$ cat src/rtl/dff_bank_arbiter_if.sv
// Request/grant and bank-pin bundle between the requesters, the bank and dff_bank_arbiter.
// slave: the arbiter side. master: the requesters plus the bank that returns q.
interface dff_bank_arbiter_if #(
    parameter int WIDTH = 8
);
    logic             req0, req1;
    logic [1:0]       op0, op1;
    logic [WIDTH-1:0] data0, data1;
    logic             gnt0, gnt1;
    logic             done;
    logic             busy;
    logic [WIDTH-1:0] bank_q;
    logic [WIDTH-1:0] bank_d;
    logic [WIDTH-1:0] bank_pre;
    logic [WIDTH-1:0] bank_clr;

    modport slave (
        input  req0, req1, op0, op1, data0, data1, bank_q,
        output gnt0, gnt1, done, busy, bank_d, bank_pre, bank_clr
    );

    modport master (
        output req0, req1, op0, op1, data0, data1, bank_q,
        input  gnt0, gnt1, done, busy, bank_d, bank_pre, bank_clr
    );
endinterface

$ cat src/rtl/dff_bank_arbiter.sv
// Round-robin arbiter and sequencer for a shared bank of D flip-flops that have
// active-low async preset/clear. One requester at a time runs load, clear,
// preset or toggle on the bank. Between operations the bank holds because q is
// fed back to d.
// Build option: DFFCTL_TOGGLE_EN enables op 11 (toggle). When it is undefined,
// op 11 is a granted no-op that uses load timing.

// Per-bit d-pin select: load data, inverted q, or q fed back.
module dff_bank_arbiter_lane (
    input  logic q,
    input  logic ld,
    input  logic sel_ld,
    input  logic sel_tg,
    output logic d
);
    assign d = sel_ld ? ld : (sel_tg ? ~q : q);
endmodule

module dff_bank_arbiter #(
    parameter int WIDTH = 8,
    parameter int PULSE = 2
) (
    input logic              clk,
    input logic              clr,
    dff_bank_arbiter_if.slave bus
);
    localparam int CW = $clog2(PULSE + 1);
    localparam logic [CW-1:0] CNT_LD = CW'(PULSE - 1);

    localparam logic [1:0] OP_LD  = 2'b00;
    localparam logic [1:0] OP_CLR = 2'b01;
    localparam logic [1:0] OP_PRE = 2'b10;

    typedef enum logic [1:0] {IDLE, EXEC, DONE} state_t;

    typedef struct packed {
        logic [1:0]       op;
        logic [WIDTH-1:0] data;
    } req_t;

    state_t           state, state_nxt;
    logic             last;
    logic             win;
    logic             any_req;
    req_t             win_req;
    req_t             cur;
    logic [1:0]       op_nxt;
    logic [CW-1:0]    cnt;
    logic             gnt0_r, gnt1_r;
    logic [WIDTH-1:0] pre_r, clr_r;
    logic             sel_ld, sel_tg;
    logic [WIDTH-1:0] d_lane;

    // Arbitration: a lone request always wins. On a tie, the requester not served last wins.
    always_comb begin
        any_req = bus.req0 | bus.req1;
        win     = 1'b0;
        if (bus.req0 && bus.req1) win = ~last;
        else                      win = bus.req1;
        win_req = win ? req_t'{op: bus.op1, data: bus.data1}
                      : req_t'{op: bus.op0, data: bus.data0};
    end

    // State register.
    always_ff @(posedge clk or negedge clr) begin
        if (!clr) state <= IDLE;
        else      state <= state_nxt;
    end

    // Next state. A count of zero is loaded for load/toggle, so the exit test is the same for every op.
    // op_nxt is the op that will be running after the edge, and it drives the registered pins.
    always_comb begin
        state_nxt = state;
        op_nxt    = cur.op;
        case (state)
            IDLE: begin
                op_nxt = win_req.op;
                if (any_req) state_nxt = EXEC;
            end
            EXEC:    if (cnt == '0) state_nxt = DONE;
            DONE:    state_nxt = IDLE;
            default: state_nxt = IDLE;
        endcase
    end

    // Registered controls: grants, fairness pointer, latched request, pulse counter, async pins.
    // Under reset the clear pin is held low so the bank resets with the controller.
    always_ff @(posedge clk or negedge clr) begin
        if (!clr) begin
            gnt0_r <= 1'b0;
            gnt1_r <= 1'b0;
            last   <= 1'b1;
            cur    <= '0;
            cnt    <= '0;
            pre_r  <= '1;
            clr_r  <= '0;
        end else begin
            pre_r <= (state_nxt == EXEC && op_nxt == OP_PRE) ? '0 : '1;
            clr_r <= (state_nxt == EXEC && op_nxt == OP_CLR) ? '0 : '1;
            case (state)
                IDLE: if (any_req) begin
                    gnt0_r <= ~win;
                    gnt1_r <= win;
                    last   <= win;
                    cur    <= win_req;
                    cnt    <= (win_req.op == OP_CLR || win_req.op == OP_PRE) ? CNT_LD : '0;
                end
                EXEC: if (cnt != '0) cnt <= cnt - 1'b1;
                DONE: begin
                    gnt0_r <= 1'b0;
                    gnt1_r <= 1'b0;
                end
                default: begin
                    gnt0_r <= 1'b0;
                    gnt1_r <= 1'b0;
                end
            endcase
        end
    end

    // Outputs decoded from state: status flags and the d-pin select for the EXEC cycle.
    always_comb begin
        bus.done = (state == DONE);
        bus.busy = (state != IDLE);
        sel_ld   = (state == EXEC) && (cur.op == OP_LD);
`ifdef DFFCTL_TOGGLE_EN
        sel_tg   = (state == EXEC) && (cur.op == 2'b11);
`else
        sel_tg   = 1'b0;
`endif
    end

    for (genvar i = 0; i < WIDTH; i++) begin : g_lane
        dff_bank_arbiter_lane u_lane (
            .q      (bus.bank_q[i]),
            .ld     (cur.data[i]),
            .sel_ld (sel_ld),
            .sel_tg (sel_tg),
            .d      (d_lane[i])
        );
    end

    assign bus.bank_d   = d_lane;
    assign bus.bank_pre = pre_r;
    assign bus.bank_clr = clr_r;
    assign bus.gnt0     = gnt0_r;
    assign bus.gnt1     = gnt1_r;
endmodule

$ cat src/flat_wrapper.sv
// flat-port wrapper written by rule: the top's interface ports become plain ports
module dff_bank_arbiter_flat 
#(
    parameter int WIDTH = 8,
    parameter int PULSE = 2
)
  (clk, clr, bus_req0, bus_req1, bus_op0, bus_op1, bus_data0, bus_data1, bus_bank_q, bus_gnt0, bus_gnt1, bus_done, bus_busy, bus_bank_d, bus_bank_pre, bus_bank_clr);
  dff_bank_arbiter_if #(.WIDTH(WIDTH)) bus_i ();
  input logic clk;
  input logic clr;
  input wire logic [$bits(bus_i.req0)-1:0] bus_req0;
  input wire logic [$bits(bus_i.req1)-1:0] bus_req1;
  input wire logic [$bits(bus_i.op0)-1:0] bus_op0;
  input wire logic [$bits(bus_i.op1)-1:0] bus_op1;
  input wire logic [$bits(bus_i.data0)-1:0] bus_data0;
  input wire logic [$bits(bus_i.data1)-1:0] bus_data1;
  input wire logic [$bits(bus_i.bank_q)-1:0] bus_bank_q;
  output wire logic [$bits(bus_i.gnt0)-1:0] bus_gnt0;
  output wire logic [$bits(bus_i.gnt1)-1:0] bus_gnt1;
  output wire logic [$bits(bus_i.done)-1:0] bus_done;
  output wire logic [$bits(bus_i.busy)-1:0] bus_busy;
  output wire logic [$bits(bus_i.bank_d)-1:0] bus_bank_d;
  output wire logic [$bits(bus_i.bank_pre)-1:0] bus_bank_pre;
  output wire logic [$bits(bus_i.bank_clr)-1:0] bus_bank_clr;
  assign bus_i.req0 = bus_req0;
  assign bus_i.req1 = bus_req1;
  assign bus_i.op0 = bus_op0;
  assign bus_i.op1 = bus_op1;
  assign bus_i.data0 = bus_data0;
  assign bus_i.data1 = bus_data1;
  assign bus_i.bank_q = bus_bank_q;
  assign bus_gnt0 = bus_i.gnt0;
  assign bus_gnt1 = bus_i.gnt1;
  assign bus_done = bus_i.done;
  assign bus_busy = bus_i.busy;
  assign bus_bank_d = bus_i.bank_d;
  assign bus_bank_pre = bus_i.bank_pre;
  assign bus_bank_clr = bus_i.bank_clr;
  dff_bank_arbiter #(.WIDTH(WIDTH), .PULSE(PULSE)) u_core (.clk(clk), .clr(clr), .bus(bus_i));
endmodule
$ cat config.mk
export PLATFORM = sky130hd
export DESIGN_NAME = dff_bank_arbiter_flat
export DESIGN_NICKNAME = d
export VERILOG_FILES = /design/src/rtl/dff_bank_arbiter_if.sv /design/src/rtl/dff_bank_arbiter.sv /design/src/flat_wrapper.sv
export SDC_FILE = /design/constraint.sdc
export NUM_CORES = 1
export LEC_CHECK = 0
export CELL_PAD_IN_SITES_DETAIL_PLACEMENT = 1
export CELL_PAD_IN_SITES_GLOBAL_PLACEMENT = 1
export CORE_UTILIZATION = 29
export CTS_CLUSTER_SIZE = 30
export DETAILED_ROUTE_END_ITERATION = 8
export PLACE_DENSITY = 0.89
export SLEW_MARGIN = 15
export SYNTH_ARGS = -nofsm -noshare
export SYNTH_HDL_FRONTEND = slang
export SYNTH_SLANG_ARGS = --single-unit
$ cat constraint.sdc
create_clock -name clk -period 2 [get_ports clk]
set_input_delay 0.4 -clock clk [delete_from_list [all_inputs] [get_ports clk]]
set_output_delay 0.4 -clock clk [all_outputs]
set_load 0.01 [all_outputs]
# == After elaboration in Yosys (flattened, before gate mapping) ==
# Cells that the tools add are included.
# word_totals
memories,0
in_bits,32
latchBits,0
mem_bits_rw,0
regBits,33
word_cells,61
mem_bits_ro,0
# classes
bitwise_logic,4
eq_ne,9
magnitude_cmp,0
n_addsub,1
n_mul,0
n_shift,0
n_reduce_logical,14
n_mux,24
div_mod_pow,0
# ops
cell,count
two-way mux 8 bit,2
two-way mux 1 bit,12
two-way mux 10 bit,1
two-way mux 2 bit,5
"== test 2 x 1 -> 1 bit, second input constant",4
one-hot mux 2 bit (2 select lines),2
"== test 2 bit, second input constant",3
zero test 2 bit,3
nonzero test 2 bit,3
logical AND 1 bit,4
"inequality test 2 x 1 -> 1 bit, second input constant",2
one-hot mux 1 bit (2 select lines),2
AND reduction 2 bit,2
inverter 1 bit,3
AND reduction 3 bit,1
"subtractor 2 x 1 -> 2 bit, second input constant",1
logical OR 1 bit,1
bitwise OR 1 bit,1

# == Longest topological paths before layout ==
# logic_depth
word_depth,8
mapped_depth,6
ltp_nobuf,5

# == Modules after synthesis ==
# Synthesis repeated with hierarchy kept, for this count alone.
# unflattened
hier_cells,124
hier_area_um2,1288.7
# by_module_without_submodules
module,cells_each,area_each_um2,n_inst,seq_area_each_um2
dff_bank_arbiter,100,1148.6,1,478.0
dff_bank_arbiter_lane,3,17.5,8,0.0

# == Worst setup path after synthesis ==
# Ideal clock, no wire load.
# synth_timing
kind,register to output
startpoint,register u_core.state[1]
endpoint,output bus_bank_d[0]
path_stages_with_launch,5
arrival_ns,1.483
path_buffers,2
path_slack_ns,0.117
path_cell_list,dfrtp_1 > buf_2 > nor4_4 > mux2_2 > buf_4
# synth_between
elab_chain_cells,3
# synth_lines
item,line_no,rtl
"start, declared",dff_bank_arbiter.sv:41,"state_t state, state_nxt;"
"start signal, assigned",dff_bank_arbiter.sv:67,else state <= state_nxt;
== test 2 x 1 -> 1 bit,dff_bank_arbiter.sv:125,sel_ld = (state == EXEC) && (cur.op == OP_LD);
logical AND 1 bit,dff_bank_arbiter.sv:125,
two-way mux 1 bit,dff_bank_arbiter.sv:16,assign d = sel_ld ? ld : (sel_tg ? ~q : q);
"end, declared",flat_wrapper.sv:22,output wire logic [$bits(bus_i.bank_d)-1:0] bus_bank_d;
# No other way between the ends.

# == Worst setup path in the final report ==
# layout_timing
startpoint,register u_core.cur[9] (netlist name)
endpoint,output bus_bank_d[0]
# layout_between
elab_chain_cells,3
# layout_lines
item,line_no,rtl
"start, declared",dff_bank_arbiter.sv:46,req_t cur;
"start signal, assigned",dff_bank_arbiter.sv:105,cur <= win_req;
zero test 2 bit,dff_bank_arbiter.sv:125,
logical AND 1 bit,dff_bank_arbiter.sv:125,
two-way mux 1 bit,dff_bank_arbiter.sv:16,
# No other way between the ends.

==> out/metrics.sh <==
NUMCTSBUFFERS=3
TOP_CELLS_BY_AREA_SYNTH='dfrtp_1, buf_4, mux2_2'
POWER.NET_SWITCHING_uW=1060
TOTAL_POWER_PER_UNIT_CELL_AREA_mW_PER_MM2=1440
TOTAL_STANDARD_CELL_AREA_AFTER_SYNTHESIS_MM2=0.00123
GRT_ANTENNA_BEFORE_REPAIR=0
TIMING.CRITICAL_PATH.FANOUT_MAX=5
GRT_SETUP_UNREPAIRED='yes'
POWER.CLOCK.FRACTION=0.099
WORSTREG2REGSTART='u_core.state[1]'
CORE.ROWCOUNT=23
FP.DIEAREA_MM2=0.00452
YOSYSTOPAREACELL='dfrtp_1'
REG2REGPATHDEPTH=5
GRT_PASS1_VIAS=1214
REMAINING_DRC_ERRORS=0
NUMBER_OF_SINKS_DRIVEN_BY_THE_CLOCK_TREE=19
SYNTHTOPCELLSBYCOUNT='buf_4, dfrtp_1, mux2_2'
GRTUSAGETOTAL=0.194
WORST-SLEW-PIN-TRANSITION_NS=0.532
INSERTION_DELAY_NS=0.26
SYNTH_ENABLE_FLOP_CELLS=0
FLOORPLAN.DIE.HEIGHT_UM=67.3
FIRSTDRTPASSITERS=4
YOSYSMOSTFREQUENTCELL='buf_4'
CTS_MAX_PATH_BUFFERS=2
POWER_FRAC_SEQ=0.269
FINAL_NUMBER_OF_HOLD_VIOLATING_ENDPOINTS=0
TIMING.FINAL.CRIT_PERIOD_NS=2.11
DRT_ITER0_DRC=42
P_SW_FRAC=0.380
CLK_PIN_SLEW_NS=0.07
POST-PLACE-CELLS=208
TIMING.FMAX_MHz=474
FLOORPLAN.INITIALDENSITY=0.304
YS_TYPES=31
SYNTHTOLAYOUTAREAGROWTH_PCT=57.2
CTS-HOLD-FIX-BUFFERS=0
P_INT_uW=1730
POST-SYNTH-TOP-AREA-FRACTION=0.344
PIN_COUNT=60
START_KIND='flip-flop'
CP-END-KIND='output port'
END_OF_THE_WORST_REGISTER_TO_REGISTER_PATH='u_core.cur[2]'
NUMBER_OF_I_O_PORT_BUFFERS=59
LAYOUT_SETUP_WS_NS=-0.108
TIMING_MAX_TRANSITION_VIOLATIONS_FINAL=0
ROUTED_WL_UM=4250
P_COMB_FRAC=0.632
WORST_EP_ARRIVAL_TIME_NS=1.71
LAYOUT_WORST_PATH_CYCLE_SHARE=1.05
TIMING.SETUP.CRITICAL_PATH_CLASS='flip-flop to output port'
VIOLATIONS='setup timing'
N_ANTENNA_CELL=0
WORST_SLEW_MARGIN_REL=0.641
FINAL-SETUP-VIOL-COUNT=8
ROUTE.DETAILED.VIAS_PER_INST=5.11
FINAL_NET_COUNT=204
CLK_ROOT_BUFFER_CELL='clkbuf_8'
YS_WARN_COUNT=0
FIN_UTIL=0.479
OUTCOME='finished, violations left'
CTS.HTREE.LEVELS=1
FINAL_LAYOUT_SIZE_SUFFIX_GT1_FRAC=0.271
SETUP_SLACK_REG_TO_REG_NS=0.27
CAP_VIOL_MAX_COUNT=0
GRT-OVFL-TOTAL=0
ASYNC_FLOP_SHARE=1.00
PLACED_CELL_AREA_MM2=0.00177
FINISH.CELL_COUNT_WITHOUT_FILLERS=220
GRT_FIRST_PASS_WIRELENGTH_UM=6330
FINALWEIGHTEDCONGESTION=0.797
GRT_MAX_DEGREE=20
SYNTH_AREA_PER_INST_UM2=10.6
PLACE_HPWL_UM=2850
ANT_NETS=0
CLOCK-SKEW-FINAL_NS=0.00260
SYNTH_CELLS=117
LAYOUT.CELL_AREA.NON_FILLER_MM2=0.00194
POSTSYNTHNETCOUNT=150
HP-CLASS='input port to asynchronous set/reset pin'
YOSYS_MOST_USED_DFF='dfrtp_1'
CORE_MM2=0.00406
VIAS=1125
STATIC-LEAKAGE-POWER_uW=0.000899
CTS_TREE='yes'
FLOORPLAN.DIE.WIDTH_UM=67.3
WIRE_PER_INST_UM=19.3
WORSTPATHREQUIRED_NS=1.60
WORST_IR_DROP_VDD_uV=411
SYNTH-SEQ-CELLS=19
YS_SEQ_AREA_FRAC=0.387
-- kinds of logic (layout without fill, tap and decap cells) --
group | after synthesis | after routing | synth area share
buf+inv | 33 | 86 | 0.170
compound gates | 24 | 24 | 0.158
simple gates | 23 | 23 | 0.129
flops | 19 | 19 | 0.387
mux | 15 | 15 | 0.132
xor+xnor | 2 | 2 | 0.0142
fa+ha+maj | 1 | 1 | 0.0101
-- what timing repair did --
action	4_1_cts	5_1_grt
resized for setup	52	5
pin swaps	1	1
buffers inserted	6	2
setup endpoints to repair	9	10
-- metrics by stage --
stage | setup slack (ns) | power, µW | hold slack, ns | TNS, ns
floorplan | 0.117 | 1670 | 0.104 | 0
global placement | -0.0703 | 2130 | 0.490 | -0.541
detailed placement | -0.135 | 2240 | 0.500 | -0.799
CTS | -0.0622 | 2720 | 0.477 | -0.427
global route | -0.145 | 2960 | 0.503 | -1.07
finish | -0.108 | 2800 | 0.483 | -0.721
-- worst max-delay path, stage by stage, from the launching register on --
cell	delay (ns)
dfrtp_2	0.44
nor4_4	0.29
buf_6	0.17
buf_6	0.11
mux2_4	0.31
buf_6	0.12
-- layout make-up --
class	count	area [µm²]
clock buffers	4	45.0
flip-flops and latches	19	479
repair buffers	76	748
fillers	442	2120
well taps	50	62.6
multi-input cells	65	584
inverters	6	22.5
-- routing by layer --
| metal | share of wire | vias to the layer above | GRT usage |
|---|---|---|---|
| li1 | - | 509 | - |
| met1 | 0.38 | 556 | 0.206 |
| met2 | 0.55 | 46 | 0.351 |
| met3 | 0.039 | 14 | 0.0372 |
| met4 | 0.033 | 0 | 0.114 |
| met5 | 0 | - | 0 |
-- power groups by stage --
stage | Combinational, µW | Clock (µW) | Sequential (µW)
3_3_place_gp | 1410 | 0 | 723
2_1_floorplan | 955 | 0 | 720
6_report | 1770 | 277 | 752
5_1_grt | 1890 | 298 | 773
4_1_cts | 1680 | 293 | 745
3_5_place_dp | 1490 | 0 | 751
-- sequential cells by signal, summed over array words and instances, names as in the netlist --
signal and count:
u_core.cur 10, u_core.cnt 2, u_core.state 2, u_core.bus.bank_clr 1, u_core.bus.bank_pre 1, u_core.bus.gnt0 1
u_core.bus.gnt1 1, u_core.last 1
-- worst max-delay path by stage --
stage / from / to / slack [ns] / depth (start not counted)
after floorplan: u_core.state[1] / bus_bank_d[0] / 0.12 / 4
after global placement: u_core.state[1] / bus_bank_d[2] / -0.07 / 4
after detailed placement: u_core.state[1] / bus_bank_d[7] / -0.13 / 4
after CTS: u_core.state[0] / bus_bank_d[2] / -0.06 / 6
after global routing: u_core.cur[9] / bus_bank_d[0] / -0.15 / 5
final: u_core.cur[9] / bus_bank_d[0] / -0.11 / 5
-- cells in the final DEF (no fill, tap or decap), types with 2 or more instances in the layout --
master | netlist | final
clkbuf_8 | 0 | 3
inv_1 | 5 | 5
clkdlybuf4s50_1 | 0 | 49
mux2_2 | 10 | 2
mux2_4 | 0 | 8
o21ai_0 | 4 | 4
xnor2_1 | 2 | 2
dlymetal6s2s_1 | 0 | 2
buf_4 | 22 | 13
mux2i_1 | 5 | 5
and3_1 | 9 | 9
buf_6 | 0 | 12
dfrtp_1 | 17 | 16
a221o_1 | 8 | 8
nand2b_1 | 5 | 5
o211ai_1 | 2 | 2
a21oi_1 | 2 | 2
nor3b_1 | 2 | 2
dfstp_2 | 2 | 2
and2b_1 | 2 | 2
No activity file was read; power rests on OpenSTA's default activity.
